<file path="src/rtl/prog_loader.sv">
// Boot-time loader: packs a little-endian byte stream into 32-bit words and writes them to RAM.
// Define PROG_LOADER_CHECKSUM_EN to build the wrap-around word-sum accumulator on checksum.
module prog_loader #(
    parameter logic [31:0] BASE_ADDR = 32'h0000_0000,
    parameter int          MAX_WORDS = 256,
    parameter bit          BOOT_HOLD = 1'b1
) (
    input  logic        clk,
    input  logic        reset_n,
    input  logic        start,
    input  logic [15:0] num_words,
    input  logic        byte_valid,
    input  logic [7:0]  byte_data,
    output logic        byte_ready,
    output logic        mem_valid,
    output logic [31:0] mem_addr,
    output logic [31:0] mem_wdata,
    output logic [3:0]  mem_wstrb,
    input  logic        mem_ready,
    output logic        loading,
    output logic        done,
    output logic        cpu_reset_n,
    output logic [31:0] checksum
);
    localparam int               IDX_W   = $clog2(MAX_WORDS) + 1;
    localparam logic [IDX_W-1:0] MAX_N   = IDX_W'(MAX_WORDS);
    localparam logic [IDX_W-1:0] ONE_N   = IDX_W'(1);
    localparam logic [31:0]      MAX_W32 = 32'(MAX_WORDS);

    typedef enum logic [1:0] {IDLE = 2'd0, COLLECT = 2'd1, WRITE = 2'd2, DONE = 2'd3} state_t;

    state_t           state_q, state_d;
    logic [IDX_W-1:0] n_q, n_d, idx_q, idx_d;
    logic [1:0]       byte_cnt_q, byte_cnt_d;
    logic [23:0]      shift_q, shift_d;
    logic             zero_pend_q, zero_pend_d;
    logic             byte_ready_q, byte_ready_d;
    logic             mem_valid_q, mem_valid_d;
    logic [31:0]      mem_addr_q, mem_addr_d;
    logic [31:0]      mem_wdata_q, mem_wdata_d;
    logic [3:0]       mem_wstrb_q, mem_wstrb_d;
    logic             loading_q, loading_d;
    logic             done_q, done_d;
    logic             cpu_reset_n_q, cpu_reset_n_d;
    logic [IDX_W-1:0] n_req_s, idx_inc_s;
    logic             hs_s;
`ifdef PROG_LOADER_CHECKSUM_EN
    logic [31:0]      sum_q, sum_d;
`endif

    assign n_req_s   = ({16'h0000, num_words} > MAX_W32) ? MAX_N : num_words[IDX_W-1:0];
    assign idx_inc_s = idx_q + ONE_N;
    assign hs_s      = byte_valid && byte_ready_q;

    // Next-state and next-output computation for the load sequencer.
    always_comb begin
        state_d       = state_q;
        n_d           = n_q;
        idx_d         = idx_q;
        byte_cnt_d    = byte_cnt_q;
        shift_d       = shift_q;
        zero_pend_d   = 1'b0;
        mem_valid_d   = mem_valid_q;
        mem_addr_d    = mem_addr_q;
        mem_wdata_d   = mem_wdata_q;
        mem_wstrb_d   = mem_wstrb_q;
        cpu_reset_n_d = cpu_reset_n_q;
`ifdef PROG_LOADER_CHECKSUM_EN
        sum_d         = sum_q;
`endif
        case (state_q)
            IDLE, DONE: begin
                // An empty load spends one cycle outside DONE so done visibly drops.
                if (zero_pend_q) begin
                    state_d       = DONE;
                    cpu_reset_n_d = 1'b1;
                end else if (start) begin
                    n_d           = n_req_s;
                    idx_d         = '0;
                    byte_cnt_d    = 2'd0;
                    cpu_reset_n_d = 1'b0;
`ifdef PROG_LOADER_CHECKSUM_EN
                    sum_d         = 32'h0;
`endif
                    if (n_req_s == '0) begin
                        state_d     = IDLE;
                        zero_pend_d = 1'b1;
                    end else begin
                        state_d     = COLLECT;
                    end
                end else begin
                    state_d = state_q;
                end
            end
            COLLECT: begin
                if (hs_s) begin
                    case (byte_cnt_q)
                        2'd0:    shift_d[7:0]   = byte_data;
                        2'd1:    shift_d[15:8]  = byte_data;
                        2'd2:    shift_d[23:16] = byte_data;
                        default: shift_d        = shift_q;
                    endcase
                    if (byte_cnt_q == 2'd3) begin
                        state_d     = WRITE;
                        byte_cnt_d  = 2'd0;
                        mem_valid_d = 1'b1;
                        mem_addr_d  = BASE_ADDR + {{(30-IDX_W){1'b0}}, idx_q, 2'b00};
                        mem_wdata_d = {byte_data, shift_q};
                        mem_wstrb_d = 4'b1111;
                    end else begin
                        byte_cnt_d  = byte_cnt_q + 2'd1;
                    end
                end else begin
                    state_d = COLLECT;
                end
            end
            WRITE: begin
                if (mem_ready && mem_valid_q) begin
                    mem_valid_d = 1'b0;
                    mem_wstrb_d = 4'b0000;
                    idx_d       = idx_inc_s;
`ifdef PROG_LOADER_CHECKSUM_EN
                    sum_d       = sum_q + mem_wdata_q;
`endif
                    if (idx_inc_s == n_q) begin
                        state_d       = DONE;
                        cpu_reset_n_d = 1'b1;
                    end else begin
                        state_d       = COLLECT;
                    end
                end else begin
                    state_d = WRITE;
                end
            end
            default: state_d = IDLE;
        endcase
        byte_ready_d = (state_d == COLLECT);
        loading_d    = (state_d == COLLECT) || (state_d == WRITE);
        done_d       = (state_d == DONE);
    end

    // State and registered-output flops.
    always_ff @(posedge clk or negedge reset_n) begin
        if (!reset_n) begin
            state_q       <= IDLE;
            n_q           <= '0;
            idx_q         <= '0;
            byte_cnt_q    <= 2'd0;
            shift_q       <= 24'h0;
            zero_pend_q   <= 1'b0;
            byte_ready_q  <= 1'b0;
            mem_valid_q   <= 1'b0;
            mem_addr_q    <= BASE_ADDR;
            mem_wdata_q   <= 32'h0;
            mem_wstrb_q   <= 4'b0000;
            loading_q     <= 1'b0;
            done_q        <= 1'b0;
            cpu_reset_n_q <= ~BOOT_HOLD;
        end else begin
            state_q       <= state_d;
            n_q           <= n_d;
            idx_q         <= idx_d;
            byte_cnt_q    <= byte_cnt_d;
            shift_q       <= shift_d;
            zero_pend_q   <= zero_pend_d;
            byte_ready_q  <= byte_ready_d;
            mem_valid_q   <= mem_valid_d;
            mem_addr_q    <= mem_addr_d;
            mem_wdata_q   <= mem_wdata_d;
            mem_wstrb_q   <= mem_wstrb_d;
            loading_q     <= loading_d;
            done_q        <= done_d;
            cpu_reset_n_q <= cpu_reset_n_d;
        end
    end

`ifdef PROG_LOADER_CHECKSUM_EN
    // Word-sum accumulator flop.
    always_ff @(posedge clk or negedge reset_n) begin
        if (!reset_n) begin
            sum_q <= 32'h0;
        end else begin
            sum_q <= sum_d;
        end
    end
    assign checksum = sum_q;
`else
    assign checksum = 32'h0;
`endif

    assign byte_ready  = byte_ready_q;
    assign mem_valid   = mem_valid_q;
    assign mem_addr    = mem_addr_q;
    assign mem_wdata   = mem_wdata_q;
    assign mem_wstrb   = mem_wstrb_q;
    assign loading     = loading_q;
    assign done        = done_q;
    assign cpu_reset_n = cpu_reset_n_q;
endmodule
</file>
<file path="config.mk">
export PLATFORM = sky130hd
export DESIGN_NAME = prog_loader
export DESIGN_NICKNAME = d
export VERILOG_FILES = /design/src/rtl/prog_loader.sv
export SDC_FILE = /design/constraint.sdc
export NUM_CORES = 1
export LEC_CHECK = 0
export BUFFER_PORTS_ARGS = -buffer_cell sky130_fd_sc_hd__buf_2
export CAP_MARGIN = 20
export CORE_AREA = 5 5 95 97
export CTS_BUF_LIST = sky130_fd_sc_hd__clkbuf_2
export CTS_CLUSTER_DIAMETER = 30
export DETAILED_ROUTE_END_ITERATION = 12
export DIE_AREA = 0 0 100 102
export GPL_ROUTABILITY_DRIVEN = 0
export HOLD_SLACK_MARGIN = 0.05
export PLACE_DENSITY = 0.86
export SYNTH_ARGS = -nofsm -noshare
export SYNTH_HDL_FRONTEND = slang
export SYNTH_SLANG_ARGS = --single-unit
</file>
<file path="constraint.sdc">
create_clock -name clk -period 4.1 [get_ports clk]
set_input_delay 0.82 -clock clk [delete_from_list [all_inputs] [get_ports clk]]
set_output_delay 0.82 -clock clk [all_outputs]
set_load 0.01 [all_outputs]
</file>
==> flow_summary.ini, run 1 <==
[timing]
hold_viol_final = 0
finalSetupViolCount = 0
rsz0062_at_grt = false
fmax_mhz = 377
hold_ws_ps = 350
worst_slew_pin_slew_ps = 935
maxSlewHeadroom = 0.375
fin_crit_ps = 2650
slew_violations = 0
timing.setup.tns_ps = 0
worst_slack_ps = 1450
fin_crit_sh = 0.646
clock_skew_ps = 16.0

[synthesis]
yosysMostFrequentCell = dfrtp_1
synth-seq-area-share = 0.517
async_reset_ff_frac = 1.00
synthTopCellsByArea = dfrtp_1 52%, mux2_2 16%, buf_4 10%
yosys.area_share.simple = 0.0737
synthXorXnorAreaFrac = 0.0231
synth.area.mux_share = 0.172
synth-seq-cells = 93
ys_warn_count = 0
postSynthCellCount = 377
synth_compound_area_frac = 0.0745
synth_edf_count = 0
synthDistinctLibCells = 40
synth_area_leader_cell = dfrtp_1
synth_common_cells = 93 x dfrtp_1, 65 x mux2_2, 61 x buf_4
synthAdderAreaFrac = 0.0222
synth_top_area_share = 0.517
syn_avg_cell_area_um2 = 11.9
ys.flop_type = dfrtp_1
syn_area_mm2 = 0.00450
synth_top_family_by_area = multiplexers

[floorplanning]
num_io_pins = 134
dieArea_mm2 = 0.0102
core_mm2 = 0.00805
rows = 33
initial_core_util = 0.559
die_w_um = 100
die_h_um = 102

[critical_path]
path_cells = ha_1 -> nand2_1 -> nor2_1 -> xnor2_1 -> o2111ai_1 -> or4_4 -> a21o_1 -> ha_1 -> inv_1
crit_path_end_kind = flip-flop
worst_path_max_delay_cell = or4_4
worstSetupPathType = flip-flop to flip-flop
critical_path_buf_inv_count = 1
crit_path_start_kind = flip-flop
cp_slowest_stage_delay_ps = 580
cp_common_cell = ha_1
cp_max_fo = 8
crit_family = simple AND/OR/NAND/NOR gates
required_ps = 4550
arrival_ps = 3100

[cts]
cts.reportedPaths.clkPinSlew_ps = 230
root_buffer = clkbuf_2
post-cts-setup-buffer-count = 0
clk_latency_ps = 520
h-tree-depth = 3
cts_tree = built
cts_buffer_depth = 2
cts_buffers = 9
cts.repair.resized = 0
cts_hold_buf = 0
clock-sinks = 93

[power]
irDropWorstVdd_mv = 0.296
p_int_mw = 1.56
clkPwrFrac = 0.182
p_comb_frac = 0.303
leakage_nw = 2.61
power_frac_seq = 0.515
swShare = 0.341
power_mw = 2.37
cellPowerDensity_mw_per_mm2 = 489
p_switching_uw = 808

[global_route]
grt_pass1_wl_um = 13900
grt_usage = 0.170
grt_max_degree = 69
antenna_found_initial = 0
grt_pass1_vias = 2884
grt.overflow.total = 0

[place]
dp_hpwl_um = 6420
port_buffers = 78
dp_slack_ps = 1530

[finish]
n_fill_cell = 667
final_util = 0.602
antennaDiodeCount = 0
area_growth_syn_to_layout_pct = 7.73
drive_gt1_frac = 0.359
fin_nets = 490

[detailed_routing]
via_per_inst = 5.21
detail_route.wirelength_um = 8590
vias = 2928
ant_nets = 0
drc = 0
drt-pass1-iter-count = 4
drt-initial-drc-count = 147
wire_per_inst_um = 15.3

[run_status]
status = completed

[worst_hold_path]
holdCritPathClass = input pin to async pin

[flow_run]
drv_cap = 0
sequential cells by signal (all words and copies together) (netlist names):
name / count
byte_cnt_q: 2
byte_ready: 1
cpu_reset_n: 1
done: 1
idx_q: 9
loading: 1
mem_addr: 9
mem_wdata: 32
mem_wstrb: 1
n_q: 9
shift_q: 24
state_q: 2
zero_pend_q: 1
path summary, 6_finish.rpt:
check,start,to,slack (ps),cells after the start
max in group asynchronous,reset_n,mem_wdata[29],2890,2
worst min-delay path,reset_n,mem_wdata[22],350,1
min in group clk,num_words[5],n_q[5],510,2
worst max-delay path,idx_q[0],loading,1450,9
worst min register to register,mem_wdata[2],mem_wdata[2],530,1
worst max register to register,idx_q[0],loading,1450,9
cells in the final DEF, fill, tap and decap left out, types with 8 or more instances in the layout:
cell type and count:
nor2_1 14, a22o_1 8, mux2_2 65, buf_2 77, dfrtp_1 93, clkbuf_2 10
ha_1 8, a21oi_1 10, inv_1 9, nand2_1 21, conb_1 55, o21ai_0 19
power by group through the flow:
stage                     Combinational, mW  Clock [mW]  Sequential, mW
final                                 0.717       0.431            1.22
after global routing                  0.805       0.479            1.25
after detailed placement              0.721           0            1.24
after CTS                             0.725       0.437            1.22
after floorplan                       0.508           0            1.25
after global placement                0.681           0            1.22
metrics by stage:
stage | std cells | instance area (um2)
after floorplan | 431 | 4700
after global placement | 547 | 4740
after detailed placement | 547 | 4740
after CTS | 562 | 4850
after global routing | 562 | 4850
final | 562 | 4850
cells by family after synthesis:
family,after synthesis
muxes,69
DFF,93
AOI/OAI and AO/OA,52
buffers and inverters,77
and+or+nand+nor,66
xor gates and xnor gates,11
adders and majority gates,8
other,1
layer usage:
| layer | share of wire | global-route usage |
|---|---|---|
| met5 | 0 | 0 |
| met4 | 0.014 | 0.0518 |
| met1 | 0.41 | 0.220 |
| met2 | 0.49 | 0.288 |
| met3 | 0.082 | 0.0382 |
final cells by class:
class / instances / area (um2) / area share
Clock buffer: 10 / 50.0 / 0.0103
Clock inverter: 5 / 52.6 / 0.0108
Inverter: 9 / 33.8 / 0.00697
Multi-Input combinational cell: 261 / 1850 / 0.382
Sequential cell: 93 / 2330 / 0.480
Tap cell: 105 / 131 / 0.0271
Timing Repair Buffer: 79 / 400 / 0.0826
No activity file was read; power rests on OpenSTA's default activity.
==> run 2: changes to the inputs <==
ABC_AREA = 1   (was default)
CORE_AREA = 5 5 99 101   (was 5 5 95 97)
DIE_AREA = 0 0 104 106   (was 0 0 100 102)
PLACE_DENSITY = 0.8   (was 0.86)
clock period = 2.45 ns   (was 4.1 ns; I/O delays follow)
==> run 2 against run 1 <==
Compared with the run above: sequential power rose by 57%; critical path depth rose by 5; synthesized area fell by 0.28%; non-clock buffer count rose by 2; via count rose by 18%; clock skew rose by 4.0 ps; utilization fell by 5.9 points; sequential cell count did not move; first-iteration DRC count rose by 8.2%; critical path type unchanged.
==> flow_summary.ini, run 2 <==
[synthesis]
ys.flop_type = dfrtp_1
yosys.area_share.simple = 0.200
synth_top_family_by_area = simple AND/OR/NAND/NOR gates
synthDistinctLibCells = 32
yosysMostFrequentCell = nand2_1
synth_top_area_share = 0.519
synthXorXnorAreaFrac = 0.00586
synth_area_leader_cell = dfrtp_1
async_reset_ff_frac = 1.00
synth.area.mux_share = 0.00223
synthAdderAreaFrac = 0.0223
postSynthCellCount = 524
synth_edf_count = 0
synth-seq-cells = 93
ys_warn_count = 0
syn_avg_cell_area_um2 = 8.56
synth_common_cells = 166 x nand2_1, 93 x dfrtp_1, 60 x buf_4
syn_area_mm2 = 0.00449
synthTopCellsByArea = dfrtp_1 52%, nand2_1 14%, buf_4 10%
synth_compound_area_frac = 0.0915
synth-seq-area-share = 0.519

[timing]
finalSetupViolCount = 0
hold_viol_final = 0
fin_crit_sh = 0.843
rsz0062_at_grt = false
hold_ws_ps = 192
fmax_mhz = 484
maxSlewHeadroom = 0.446
timing.setup.tns_ps = 0
clock_skew_ps = 20.1
slew_violations = 0
fin_crit_ps = 2070
worst_slew_pin_slew_ps = 829

[critical_path]
worst_path_max_delay_cell = dfrtp_1
path_cells = ha_1 -> nand2_2 -> nor2_2 -> nand2_1 -> nand2_1 -> nand2_1 -> nand2_1 -> nand2_1 -> nor2_1 -> nand3_1 -> nand2_1 -> nand2_2 -> ha_1 -> inv_1
reg2reg_to = loading
crit_family = simple AND/OR/NAND/NOR gates
crit_path_start_kind = flip-flop
cp_max_fo = 8
required_ps = 2910
rrSetupSlack_ps = 380
cp_slowest_stage_delay_ps = 530
ff2ff_path_depth = 14
critical_path_buf_inv_count = 1
arrival_ps = 2530
r2r_start = idx_q[0]
worstSetupPathType = flip-flop to flip-flop
crit_path_end_kind = flip-flop
cp_common_cell = nand2_1

[detailed_routing]
via_per_inst = 4.82
detail_route.wirelength_um = 9130
vias = 3445
wire_per_inst_um = 12.8
drt-pass1-iter-count = 7
drt-initial-drc-count = 159
drc = 0
ant_nets = 0

[finish]
final_cell_mix = 166 x nand2_1, 93 x dfrtp_1, 77 x buf_2, 55 x conb_1, 50 x o21ai_0
final_area_mm2 = 0.00485
drive_gt1_frac = 0.181
mostFrequentLayoutCell = nand2_1
final_cell_count_no_fill = 714
largest_reg_flops = 32
antennaDiodeCount = 0
area_growth_syn_to_layout_pct = 8.09
fin_nets = 635

[flow_run]
drv_cap = 0

[cts]
root_buffer = clkbuf_2
h-tree-depth = 3
cts_tree = built
cts_buffers = 9
cts_buffer_depth = 2
post-cts-setup-buffer-count = 0
cts.repair.resized = 0
clk_latency_ps = 530
clock-sinks = 93
cts.reportedPaths.clkPinSlew_ps = 260

[power]
cellPowerDensity_mw_per_mm2 = 759
irDropWorstVdd_mv = 0.584
power_mw = 3.68
leakage_nw = 2.69

[worst_hold_path]
holdCritPathClass = input pin to flip-flop
min_from = num_words[4]
hold_end = n_q[4]
whs_path_depth = 3

[floorplanning]
core_mm2 = 0.00893
initial_core_util = 0.502
rows = 35
num_io_pins = 134
dieArea_mm2 = 0.0110
die_h_um = 106
die_w_um = 104

[run_status]
status = completed

[place]
dp_hpwl_um = 6880
dp.cells = 697
port_buffers = 78
postPlaceCellArea_mm2 = 0.00473

[global_route]
grt_max_degree = 59
grt_usage = 0.164
grt_pass1_wl_um = 15200
grt_pass1_vias = 3291
antenna_found_initial = 0
grt.overflow.total = 0
run 2: report_power, final:
group,internal [mW],total [mW],switching (mW)
Sequential,1.79,1.92,0.135
Clock,0.151,0.701,0.550
Combinational,0.361,1.06,0.697
run 2: tightest hold or removal path: stages:
cell and delay [ps]:
buf_2 100, inv_1 60, o22ai_1 70
run 2: worst max path at each step:
stage | from | cells after the start | to | slack (ps)
2_1_floorplan | idx_q[0] | 14 | loading | 630
3_3_place_gp | idx_q[0] | 14 | loading | 500
3_5_place_dp | idx_q[0] | 14 | loading | 420
4_1_cts | idx_q[0] | 14 | loading | 400
5_1_grt | idx_q[0] | 14 | loading | 90
6_report | idx_q[0] | 14 | loading | 380
run 2: metrics by stage:
step,utilization,worst slack [ps]
detailed placement,0.530,419
floorplan,-,627
global placement,0.530,500
CTS,0.543,397
finish,0.543,385
global route,0.543,87.3
run 2: cell type report:
cell class                 count  area, um2
sequential                    93       2330
inverter                      53        199
timing repair buffer          81        430
fill                         845       4080
clock buffer                   9       45.0
clock inverter                 7       60.1
multi-input combinational    360       1650
tap                          111        139
run 2: cell families (layout without fill, tap and decap cells):
family                     after synthesis  count (layout)
DFF                                     93              93
and+or+nand+nor                        217             217
AOI/OAI and AO/OA                       76              76
other                                    1              55
adders and majority gates                8               8
xor gates and xnor gates                 3               3
muxes                                    1               1
buffers and inverters                  125             150
run 2: what timing repair did:
action                                  4_1_cts  5_1_grt
endpoints found under the setup margin        0        0
hold buffers                                  1        0
endpoints found under the hold margin        53        0
run 2: per-layer routing:
layer  GRT usage  share of wire  routed length, um  up-vias
met1       0.209           0.42               3870     1594
li1            -              -                  -     1692
met4      0.0574          0.017                155        0
met3      0.0389          0.077                704       15
met2       0.275           0.48               4390      144
met5           0              0                  0        -
